File: src/rtl/cdb_arbiter_pkg.sv
// Shared pipeline types for CDB result broadcast.
// Also used by the ROB and the reservation-station wakeup ports.
package cdb_arbiter_pkg;

  localparam int unsigned VALUE_W   = 64;
  localparam int unsigned PRF_IDX_W = 7;
  localparam int unsigned ROB_IDX_W = 6;

  typedef struct packed {
    logic [VALUE_W-1:0]   value;
    logic [PRF_IDX_W-1:0] tag;
    logic [ROB_IDX_W-1:0] rob_idx;
  } cdb_pkt_t;

  // Round-robin successor; n need not be a power of two.
  function automatic int unsigned rr_next(input int unsigned idx, input int unsigned n);
    return (idx + 1) % n;
  endfunction

endpackage

File: src/rtl/cdb_arbiter_if.sv
// FU completion / CDB broadcast bundle.
//   slave  : arbiter side (takes FU results, drives ready and CDB)
//   master : FU / consumer side
interface cdb_arbiter_if #(
  parameter int unsigned N_FU = 4
);
  import cdb_arbiter_pkg::*;

  logic [N_FU-1:0]                fu_done_i;
  logic [N_FU-1:0][VALUE_W-1:0]   fu_result_i;
  logic [N_FU-1:0][PRF_IDX_W-1:0] fu_dest_tag_i;
  logic [N_FU-1:0][ROB_IDX_W-1:0] fu_rob_idx_i;
  logic [N_FU-1:0]                fu_ready_o;
  logic                           cdb_valid_o;
  logic [VALUE_W-1:0]             cdb_value_o;
  logic [PRF_IDX_W-1:0]           cdb_tag_o;
  logic [ROB_IDX_W-1:0]           cdb_rob_idx_o;

  modport slave (
    input  fu_done_i, fu_result_i, fu_dest_tag_i, fu_rob_idx_i,
    output fu_ready_o, cdb_valid_o, cdb_value_o, cdb_tag_o, cdb_rob_idx_o
  );

  modport master (
    output fu_done_i, fu_result_i, fu_dest_tag_i, fu_rob_idx_i,
    input  fu_ready_o, cdb_valid_o, cdb_value_o, cdb_tag_o, cdb_rob_idx_o
  );

endinterface

File: src/rtl/cdb_arbiter_fifo.sv
// Per-FU completion FIFO (cdb_fifo role).
// Ports: clk, rst_n (async active-low), flush (sync clear), push/push_pkt,
//        pop, head_pkt, count, full, empty, overflow (push dropped on full).
// Push and pop on a full FIFO in the same cycle is legal.
module cdb_arbiter_fifo
  import cdb_arbiter_pkg::*;
#(
  parameter  int unsigned Depth = 2,
  localparam int unsigned CntW  = $clog2(Depth + 1)
) (
  input  logic            clk,
  input  logic            rst_n,
  input  logic            flush,
  input  logic            push,
  input  cdb_pkt_t        push_pkt,
  input  logic            pop,
  output cdb_pkt_t        head_pkt,
  output logic [CntW-1:0] count,
  output logic            full,
  output logic            empty,
  output logic            overflow
);

  localparam int unsigned PtrW = $clog2(Depth);

  cdb_pkt_t        mem_q [Depth];
  logic [PtrW-1:0] wr_ptr_q, rd_ptr_q;
  logic [CntW-1:0] count_q;
  logic            push_ok, do_push, do_pop;

  assign full     = (count_q == CntW'(Depth));
  assign empty    = (count_q == '0);
  assign push_ok  = push & ~flush;
  assign do_pop   = pop & ~empty & ~flush;
  // A full FIFO can still take a push if its head leaves this cycle.
  assign do_push  = push_ok & (~full | do_pop);
  assign overflow = push_ok & full & ~do_pop;
  assign head_pkt = mem_q[rd_ptr_q];
  assign count    = count_q;

  always_ff @(posedge clk or negedge rst_n) begin
    if (!rst_n) begin
      wr_ptr_q <= '0;
      rd_ptr_q <= '0;
      count_q  <= '0;
    end else if (flush) begin
      wr_ptr_q <= '0;
      rd_ptr_q <= '0;
      count_q  <= '0;
    end else begin
      if (do_push) wr_ptr_q <= wr_ptr_q + 1'b1;
      if (do_pop)  rd_ptr_q <= rd_ptr_q + 1'b1;
      unique case ({do_push, do_pop})
        2'b10:   count_q <= count_q + 1'b1;
        2'b01:   count_q <= count_q - 1'b1;
        default: count_q <= count_q;
      endcase
    end
  end

  // Storage needs no reset; validity is tracked by count_q.
  always_ff @(posedge clk) begin
    if (do_push) mem_q[wr_ptr_q] <= push_pkt;
  end

endmodule

File: src/rtl/cdb_arbiter.sv
// Serialises FU completions onto the common data bus.
// Ports: clk, rst_n (async active-low), flush_i (squash all queued results),
//        bus (cdb_arbiter_if.slave: FU results in, fu_ready/CDB out),
//        overflow_o (sticky: a push hit a full FIFO that was not popped).
// One completion FIFO per FU; round-robin grant of one head per cycle.
module cdb_arbiter
  import cdb_arbiter_pkg::*;
#(
  parameter int unsigned N_FU       = 4,
  parameter int unsigned FIFO_DEPTH = 2
) (
  input  logic          clk,
  input  logic          rst_n,
  input  logic          flush_i,
  cdb_arbiter_if.slave  bus,
  output logic          overflow_o
);

  localparam int unsigned IdxW = $clog2(N_FU);
  localparam int unsigned CntW = $clog2(FIFO_DEPTH + 1);

  cdb_pkt_t        head_pkt [N_FU];
  logic [CntW-1:0] count    [N_FU];
  logic [N_FU-1:0] full, empty, ovf, pop, fu_ready;

  logic            grant_valid;
  logic [IdxW-1:0] grant_idx, cand_idx, rr_ptr_d, rr_ptr_q;
  logic            cdb_valid_q, overflow_q;
  cdb_pkt_t        cdb_pkt_q;

  for (genvar k = 0; k < N_FU; k++) begin : g_fifo
    cdb_pkt_t push_pkt;
    assign push_pkt = '{value:   bus.fu_result_i[k],
                        tag:     bus.fu_dest_tag_i[k],
                        rob_idx: bus.fu_rob_idx_i[k]};

    cdb_arbiter_fifo #(
      .Depth (FIFO_DEPTH)
    ) u_fifo (
      .clk      (clk),
      .rst_n    (rst_n),
      .flush    (flush_i),
      .push     (bus.fu_done_i[k]),
      .push_pkt (push_pkt),
      .pop      (pop[k]),
      .head_pkt (head_pkt[k]),
      .count    (count[k]),
      .full     (full[k]),
      .empty    (empty[k]),
      .overflow (ovf[k])
    );
  end

  // Rotating priority scan from rr_ptr; first non-empty FIFO wins.
  always_comb begin
    grant_valid = 1'b0;
    grant_idx   = '0;
    cand_idx    = '0;
    for (int unsigned i = 0; i < N_FU; i++) begin
      cand_idx = IdxW'((32'(rr_ptr_q) + i) % N_FU);
      if (!grant_valid && !empty[cand_idx]) begin
        grant_valid = 1'b1;
        grant_idx   = cand_idx;
      end
    end
    if (flush_i) grant_valid = 1'b0;
    rr_ptr_d = IdxW'(rr_next(32'(grant_idx), N_FU));
  end

  // Ready keeps one slot free for a result already in flight:
  // ready <=> count <= FIFO_DEPTH-2.
  always_comb begin
    pop      = '0;
    fu_ready = '0;
    for (int unsigned k = 0; k < N_FU; k++) begin
      pop[k]      = grant_valid && (grant_idx == IdxW'(k));
      fu_ready[k] = !full[k] && (count[k] != CntW'(FIFO_DEPTH - 1));
    end
  end

  always_ff @(posedge clk or negedge rst_n) begin
    if (!rst_n) begin
      rr_ptr_q    <= '0;
      cdb_valid_q <= 1'b0;
      cdb_pkt_q   <= '0;
      overflow_q  <= 1'b0;
    end else begin
      cdb_valid_q <= grant_valid;
      if (grant_valid) begin
        cdb_pkt_q <= head_pkt[grant_idx];
        rr_ptr_q  <= rr_ptr_d;
      end
      overflow_q <= overflow_q | (|ovf);
    end
  end

  assign bus.fu_ready_o    = fu_ready;
  assign bus.cdb_valid_o   = cdb_valid_q;
  assign bus.cdb_value_o   = cdb_pkt_q.value;
  assign bus.cdb_tag_o     = cdb_pkt_q.tag;
  assign bus.cdb_rob_idx_o = cdb_pkt_q.rob_idx;
  assign overflow_o        = overflow_q;

endmodule

File: src/flat_wrapper.sv
// flat-port wrapper written by rule: the top's interface ports become plain ports
module cdb_arbiter_flat import cdb_arbiter_pkg::*;
#(
  parameter int unsigned N_FU       = 4,
  parameter int unsigned FIFO_DEPTH = 2
)
  (clk, rst_n, flush_i, overflow_o, bus_fu_done_i, bus_fu_result_i, bus_fu_dest_tag_i, bus_fu_rob_idx_i, bus_fu_ready_o, bus_cdb_valid_o, bus_cdb_value_o, bus_cdb_tag_o, bus_cdb_rob_idx_o);
  cdb_arbiter_if #(.N_FU(N_FU)) bus_i ();
  input  logic clk;
  input  logic rst_n;
  input  logic flush_i;
  output logic overflow_o;
  input wire logic [$bits(bus_i.fu_done_i)-1:0] bus_fu_done_i;
  input wire logic [$bits(bus_i.fu_result_i)-1:0] bus_fu_result_i;
  input wire logic [$bits(bus_i.fu_dest_tag_i)-1:0] bus_fu_dest_tag_i;
  input wire logic [$bits(bus_i.fu_rob_idx_i)-1:0] bus_fu_rob_idx_i;
  output wire logic [$bits(bus_i.fu_ready_o)-1:0] bus_fu_ready_o;
  output wire logic [$bits(bus_i.cdb_valid_o)-1:0] bus_cdb_valid_o;
  output wire logic [$bits(bus_i.cdb_value_o)-1:0] bus_cdb_value_o;
  output wire logic [$bits(bus_i.cdb_tag_o)-1:0] bus_cdb_tag_o;
  output wire logic [$bits(bus_i.cdb_rob_idx_o)-1:0] bus_cdb_rob_idx_o;
  assign bus_i.fu_done_i = bus_fu_done_i;
  assign bus_i.fu_result_i = bus_fu_result_i;
  assign bus_i.fu_dest_tag_i = bus_fu_dest_tag_i;
  assign bus_i.fu_rob_idx_i = bus_fu_rob_idx_i;
  assign bus_fu_ready_o = bus_i.fu_ready_o;
  assign bus_cdb_valid_o = bus_i.cdb_valid_o;
  assign bus_cdb_value_o = bus_i.cdb_value_o;
  assign bus_cdb_tag_o = bus_i.cdb_tag_o;
  assign bus_cdb_rob_idx_o = bus_i.cdb_rob_idx_o;
  cdb_arbiter #(.N_FU(N_FU), .FIFO_DEPTH(FIFO_DEPTH)) u_core (.clk(clk), .rst_n(rst_n), .flush_i(flush_i), .bus(bus_i), .overflow_o(overflow_o));
endmodule
File: config.mk
export PLATFORM = sky130hd
export DESIGN_NAME = cdb_arbiter_flat
export DESIGN_NICKNAME = d
export VERILOG_FILES = /design/src/rtl/cdb_arbiter_pkg.sv /design/src/rtl/cdb_arbiter_if.sv /design/src/rtl/cdb_arbiter_fifo.sv /design/src/rtl/cdb_arbiter.sv /design/src/flat_wrapper.sv
export SDC_FILE = /design/constraint.sdc
export NUM_CORES = 1
export LEC_CHECK = 0
export ABC_AREA = 1
export CAP_MARGIN = 20
export CORE_ASPECT_RATIO = 1.1
export CORE_MARGIN = 10
export CORE_UTILIZATION = 55
export DETAILED_ROUTE_END_ITERATION = 7
export GPL_ROUTABILITY_DRIVEN = 0
export HOLD_SLACK_MARGIN = 0.1
export PLACE_DENSITY_LB_ADDON = 0.3
export SYNTH_ARGS = -nofsm -noshare
export SYNTH_HDL_FRONTEND = slang
export SYNTH_SLANG_ARGS = --single-unit
File: constraint.sdc
create_clock -name clk -period 13.7 [get_ports clk]
set_input_delay 1.37 -clock clk [delete_from_list [all_inputs] [get_ports clk]]
set_output_delay 1.37 -clock clk [all_outputs]
set_load 0.05 [all_outputs]
==> flow_summary_export.csv, run 1 <==
group,metric,value,unit
critical_path,cp.arrival,5420,ps
die,ioPinCount,398,
sta,clock.fmax,192,MHz
clock_network,post_cts_resize_count,0,
final_layout,final_cell_mix,"616 x edfxtp_1, 416 x nand2_1, 396 x clkdlybuf4s50_1, 288 x nor2_1, 115 x o21ai_0",
sta,fin_crit,5200,ps
power,p_leak,12.7,nW
critical_path,cp_slowest_cell,"nor2_4",
synthesis,yosysUniqueCellTypes,36,
die,coreArea,50400,sq um
synthesis,yosysSeqAreaShare,74.2,%
final_layout,final_nets,2844,
critical_path,worst_r2r_path_depth,16,
critical_path,cp.required,13920,ps
route,routed-via-count,18800,
placement,numPortBuffers,397,
route,drt_pre_antenna_iters,5,
clock_network,cts.reportedPaths.clkPinSlew,60,ps
global_route,antenna_found_initial,26,
clock_network,cts_sinks,713,
synthesis,synth_nets,2472,
placement,dp.final_hpwl,48800,microns
clock_network,hold_buffers,0,
synthesis,avgSynthCellArea,13.1,sq um
clock_network,htree_num_levels,3,
critical_path,crit_family,"buffers and inverters",
sta,tns,0,ps
critical_path,crit_path_max_incr_delay,720,ps
sta,finalHoldViolCount,0,
synthesis,synth_warnings,0,
global_route,grt_usage,24.6,%
sta,fin_crit_sh,38.0,%
outcome,status,"complete, no violations",
clock_network,numCtsBuffers,68,
power,peakVddDrop,0.252,mV
final_layout,post-route-util,69.6,%
synthesis,synthCells,2145,
synthesis,synth-edff-count,616,
final_layout,areaGrowthSynthToFinish,24.4,%
route,avgViaCountPerCell,5.79,
placement,postPlaceCellArea,32700,sq um
route,drc,0,
die,rows,86,
route,drtAntennaViolNets,0,
clock_network,ctsRootBufferMaster,"clkbuf_16",
die,die_y,257,microns
clock_network,tritoncts,"yes",
global_route,grt.met2_usage,42.3,%
synthesis,synth_flop_cell,"edfxtp_1",
critical_path,end_kind,"flop",
sta,setup_viol,0,
sta,maxSlewHeadroom,19.9,%
power,powerDensity,230,nW/um^2
min_path,holdPathStages,2,
synthesis,ys_async_sr_fraction,13.6,%
sta,slew_viol_final,0,
flow_run,maxCapViolations,0,
global_route,grt_overflow,0,
sta,worstMarginPinSlew,1200,ps
critical_path,cp_num_cells,9,
route,wl_per_cell,23.7,microns
synthesis,syn-cell-area,28200,sq um
final_layout,drive_gt1_share,8.45,%
sta,skew,24.7,ps
clock_network,clk_path_buf_depth,3,
critical_path,crit_type,"in2reg",
global_route,groute.layer.met1.usage,29.8,%
synthesis,synth.ff_latch_count,713,
clock_network,cts_setup_buffers,0,
critical_path,crit_buf_inv,4,
global_route,grt_pass1_wl,114000,microns
route,wl,77100,microns
route,drt_iter0_drc,1848,
global_route,busiest_layer,"met2",
global_route,grt_max_degree,102,
global_route,met3_usage,5.01,%
critical_path,path_cells,"clkdlybuf4s50_1 -> inv_2 -> nand2_4 -> nor2_1 -> nand2_1 -> a21oi_1 -> inv_1 -> nor2_4 -> buf_4",
die,initial_core_util,56.0,%
final_layout,fin_area,35000,sq um
sta,grt_setup_unrepaired,"false",
critical_path,cp_max_fo,64,
global_route,grt_pass1_vias,19200,
critical_path,startpoint_type,"primary input",
die,dieArea,60700,sq um
final_layout,final_common_cell,"edfxtp_1",
clock_network,clock_latency,600,ps
die,die_x,236,microns
min_path,hold_class,"reg2reg",
==> tightest hold or removal path: stages, from the launching register on <==
cell	delay, ps
dfrtp_1	380
a31oi_1	60
nand4_1	60
==> stage by stage <==
| step | cells | setup WS (ps) | hold WS [ps] | total power, W |
|---|---|---|---|---|
| after floorplan | 2145 | 7680 | 469 | 0.00513 |
| after global placement | 3101 | 7830 | 511 | 0.00603 |
| after detailed placement | 3103 | 7670 | 512 | 0.00615 |
| after CTS | 3225 | 8280 | 535 | 0.00805 |
| after global routing | 3248 | 8270 | 550 | 0.00842 |
| final | 3250 | 8500 | 533 | 0.00805 |
==> cells in the mapped netlist (2+ instances only) <==
cell      number  share of area, %
nand2_4        2             0.080
mux2_2        58               2.3
nand4_1       10              0.22
o211ai_1      19              0.51
a22oi_1       59               1.6
mux2i_1       19              0.67
ha_1          12              0.53
buf_1          5             0.067
buf_6          9              0.36
inv_2          7             0.093
nor2_1       295               3.9
dfrtp_1       97               8.6
nand3b_1       2             0.053
buf_2         28              0.50
nand2_1      416               5.5
nand4_2        2             0.089
inv_1         74              0.99
buf_4          6              0.16
nor2_4         3              0.12
a31oi_1       20              0.44
clkbuf_1      71              0.95
o21ai_0      115               2.0
a21oi_1       63               1.1
nand3_1       48              0.85
nand2_2        6              0.13
edfxtp_1     616                66
inv_4          2             0.044
o21ai_1       16              0.28
o221ai_1      58               1.8
==> flip-flops by register name, indices dropped and copies added, names as in the netlist <==
name,flops
u_core.bus.cdb_valid_o,1
u_core.bus.cdb_value_o,64
u_core.g_fifo.u_fifo.wr_ptr_q,4
u_core.g_fifo.u_fifo.count,8
u_core.rr_ptr_q,2
u_core.bus.cdb_tag_o,7
u_core.bus.cdb_rob_idx_o,6
u_core.overflow_o,1
u_core.g_fifo.u_fifo.mem_q,616
u_core.g_fifo.u_fifo.rd_ptr_q,4
==> layer usage <==
layer	vias to the layer above	part of all wire, %	routed length [microns]
li1	8442	-	-
met1	9279	37	28400
met2	936	51	39700
met3	155	8.7	6690
met4	14	2.8	2170
met5	-	0.13	99
==> cell families (layout without fill, tap and decap cells) <==
kind of cell    after synthesis  count (layout)  synth area share, %
compound gates              350             350                 7.77
fa+ha+maj                    12              12                0.533
buf+inv                     204             628                 3.20
flops                       713             713                 74.2
mux                          77              77                 2.99
other cells                   0              21                    0
simple gates                789             789                 11.3
==> layout make-up <==
class	count	area, sq um
diodes	21	52.6
clock buffers	104	1980
clock inverters	18	241
fillers	3323	15300
inverters	83	324
multi-input cells	1228	6410
flip-flops and latches	713	20900
well taps	660	826
repair buffers	423	4270
==> path summary, 6_finish.rpt <==
path / slack (ps) / from / endpoint
worst min-delay path: 530 / u_core.overflow_o / u_core.overflow_o
max in group asynchronous: 11480 / rst_n / u_core.g_fifo[0].u_fifo.rd_ptr_q
worst max register to register: 8970 / u_core.g_fifo[2].u_fifo.count[0] / u_core.g_fifo[3].u_fifo.mem_q[1][58]
min in group asynchronous: 770 / rst_n / u_core.bus.cdb_value_o[10]
worst max-delay path: 8500 / flush_i / u_core.g_fifo[3].u_fifo.mem_q[1][58]
worst min register to register: 530 / u_core.overflow_o / u_core.overflow_o
==> power by group <==
part | switching, W | total, W | internal, W
registers | 0.000224 | 0.00293 | 0.00271
clock network | 0.000777 | 0.00189 | 0.00111
logic | 0.00222 | 0.00323 | 0.00101
Power figures use the tool's default switching activity.
==> run 2, diff against run 1 <==
--- a/config.mk
+++ b/config.mk
@@ -9,7 +9,7 @@
 export CAP_MARGIN = 20
 export CORE_ASPECT_RATIO = 1.1
 export CORE_MARGIN = 10
-export CORE_UTILIZATION = 55
+export CORE_UTILIZATION = 49
 export DETAILED_ROUTE_END_ITERATION = 7
 export GPL_ROUTABILITY_DRIVEN = 0
 export HOLD_SLACK_MARGIN = 0.1
==> constraint.sdc (replaced) <==
create_clock -name clk -period 4.4 [get_ports clk]
set_input_delay 0.44 -clock clk [delete_from_list [all_inputs] [get_ports clk]]
set_output_delay 0.44 -clock clk [all_outputs]
set_load 0.05 [all_outputs]
==> run 2 against run 1 <==
  * Critical path depth up 6
  * Worst hold slack got worse by 120 ps
  * Die area up 11%
  * Core utilization decreased by 7.5 points
  * Critical endpoint is now u_core.g_fifo[2].u_fifo.mem_q[0][11]
  * Largest cell class unchanged
==> flow_summary_export.csv, run 2 (synthesized netlist as in run 1, its figures left out) <==
group,metric,value,unit
outcome,status,"complete, no violations",
clock_network,htree_num_levels,3,
critical_path,critPathLaunch,"u_core.g_fifo[2].u_fifo.count[0]",
sta,grt_setup_unrepaired,"false",
sta,clock.fmax,271,MHz
power,powerDensity,723,nW/um^2
critical_path,r2r_start,"u_core.g_fifo[2].u_fifo.count[0]",
critical_path,cp_slowest_cell,"buf_4",
clock_network,cts.reportedPaths.clkPinSlew,60,ps
die,rows,92,
sta,fin_crit,3690,ps
sta,setup_viol,0,
global_route,grt_max_degree,81,
power,p_sw,0.0102,W
route,drc,0,
final_layout,final_nets,2859,
clock_network,post_cts_resize_count,0,
sta,skew,18.4,ps
clock_network,numCtsBuffers,73,
clock_network,clock_latency,600,ps
route,routed-via-count,18700,
final_layout,post-route-util,62.1,%
power,p_int,0.0155,W
min_path,hp-start,"bus_fu_result_i[208]",
final_layout,drive_gt1_share,9.61,%
route,avgViaCountPerCell,5.56,
route,drt_pre_antenna_iters,6,
global_route,met3_usage,4.52,%
critical_path,startpoint_type,"flop",
global_route,grt_pass1_vias,19400,
die,coreArea,57100,sq um
global_route,grt_overflow,0,
min_path,hold_class,"in2reg",
critical_path,reg2reg_slack,710,ps
die,initial_core_util,49.4,%
die,dieArea,67500,sq um
sta,finalHoldViolCount,0,
critical_path,path_cells,"inv_1 -> ha_1 -> inv_1 -> nand2_1 -> nand2_1 -> nand2_2 -> nand2_2 -> a21oi_1 -> nand2_1 -> nand2_4 -> nand2_4 -> nor3_4 -> o21ai_1 -> nor2_4 -> buf_4",
power,comb_power_share,40.0,%
route,drt_iter0_drc,1922,
die,die_y,272,microns
critical_path,crit_type,"reg2reg",
global_route,grt_usage,22.6,%
critical_path,crit_top_cell,"nand2_1",
power,total_power,0.0256,W
final_layout,fin_area,35400,sq um
sta,worstMarginPinSlew,1150,ps
final_layout,areaGrowthSynthToFinish,25.7,%
sta,maxSlewHeadroom,23.5,%
final_layout,regMostFlops,"u_core.g_fifo.u_fifo.mem_q",
critical_path,cp.arrival,3910,ps
critical_path,end_kind,"flop",
final_layout,largest_reg_flops,616,
critical_path,cp.required,4620,ps
power,peakVddDrop,0.919,mV
power,seqPwrFrac,35.2,%
global_route,groute.layer.met1.usage,27.7,%
die,die_x,249,microns
power,switching_share,39.7,%
route,wl_per_cell,23.3,microns
clock_network,ctsRootBufferMaster,"clkbuf_16",
power,p_clk_share,24.8,%
sta,tns,0,ps
placement,numPortBuffers,397,
clock_network,cts_sinks,713,
global_route,busiest_layer,"met2",
global_route,antenna_found_initial,17,
route,wl,78200,microns
clock_network,tritoncts,"yes",
clock_network,clk_path_buf_depth,3,
die,ioPinCount,398,
power,p_leak,12.9,nW
route,drtAntennaViolNets,0,
final_layout,final_common_cell,"edfxtp_1",
flow_run,maxCapViolations,0,
critical_path,cp_max_fo,45,
placement,postPlaceCellArea,32900,sq um
sta,slew_viol_final,0,
critical_path,crit_path_max_incr_delay,560,ps
global_route,grt_pass1_wl,118000,microns
sta,fin_crit_sh,83.8,%
final_layout,final_cell_mix,"616 x edfxtp_1, 416 x nand2_1, 396 x clkdlybuf4s50_1, 288 x nor2_1, 115 x o21ai_0",
placement,dp.final_hpwl,50600,microns
global_route,grt.met2_usage,38.8,%
[run 2: changes by cell type in the layout (fill, tap and decap cells not counted), sizes merged]
| cell | previous run | this run |
|---|---|---|
| inv | 82 | 85 |
| diode | 21 | 15 |
| clkinvlp | 0 | 4 |
| clkbuf | 104 | 106 |
| clkinv | 13 | 17 |
| buf | 27 | 36 |
| dlygate4sd3 | 0 | 1 |
[run 2: power groups by stage]
stage / Combinational (W) / Clock [W] / Sequential (W)
global route: 0.0110 / 0.00673 / 0.00910
CTS: 0.0103 / 0.00646 / 0.00901
floorplan: 0.00578 / 0 / 0.0102
detailed placement: 0.0102 / 0 / 0.00913
finish: 0.0103 / 0.00636 / 0.00901
global placement: 0.00991 / 0 / 0.00911
[run 2: path summary, 6_finish.rpt]
check | end | depth (start not counted)
setup / recovery | u_core.g_fifo[2].u_fifo.mem_q[0][11] | 15
hold / removal | u_core.g_fifo[3].u_fifo.mem_q[1][29] | 1
setup reg to reg | u_core.g_fifo[2].u_fifo.mem_q[0][11] | 15
hold reg to reg | u_core.overflow_o | 2
max in group asynchronous | u_core.bus.cdb_value_o[62] | 3
min in group asynchronous | u_core.bus.cdb_value_o[29] | 2
[run 2: metrics by stage]
stage | hold slack [ps] | cells | setup WS (ps)
after CTS | 376 | 3344 | 762
after global routing | 398 | 3357 | 503
after detailed placement | 491 | 3208 | 788
after global placement | 491 | 3208 | 993
final | 414 | 3359 | 713
after floorplan | 144 | 2145 | -1110
[run 2: cell type report]
class | instances | area [sq um]
inverter | 83 | 325
tap | 752 | 941
sequential | 713 | 20900
clock buffer | 106 | 2200
timing repair buffer | 433 | 4260
antenna | 15 | 37.5
multi-input combinational | 1228 | 6420
fill | 4289 | 21700
clock inverter | 29 | 317
[run 2: worst max-delay path, delay by kind of cell (launching register included)]
kind	cells	cell delay [ps]
AO/OA/AOI/OAI	2	400
buffers and inverters	3	770
AND/OR/NAND/NOR	9	1410
adder cells (fa/ha/maj)	1	220
flip-flops	1	400
[run 2: repair_timing]
item	CTS	global route
setup buffers	0	0
endpoints found under the setup margin	0	0
endpoints found under the hold margin	63	0
hold buffers	1	0
[run 2: metal layers]
metal	routed length [microns]	vias up
met1	30200	9187
met3	6060	144
met4	2230	6
met5	42	-
li1	-	8476
met2	39700	870
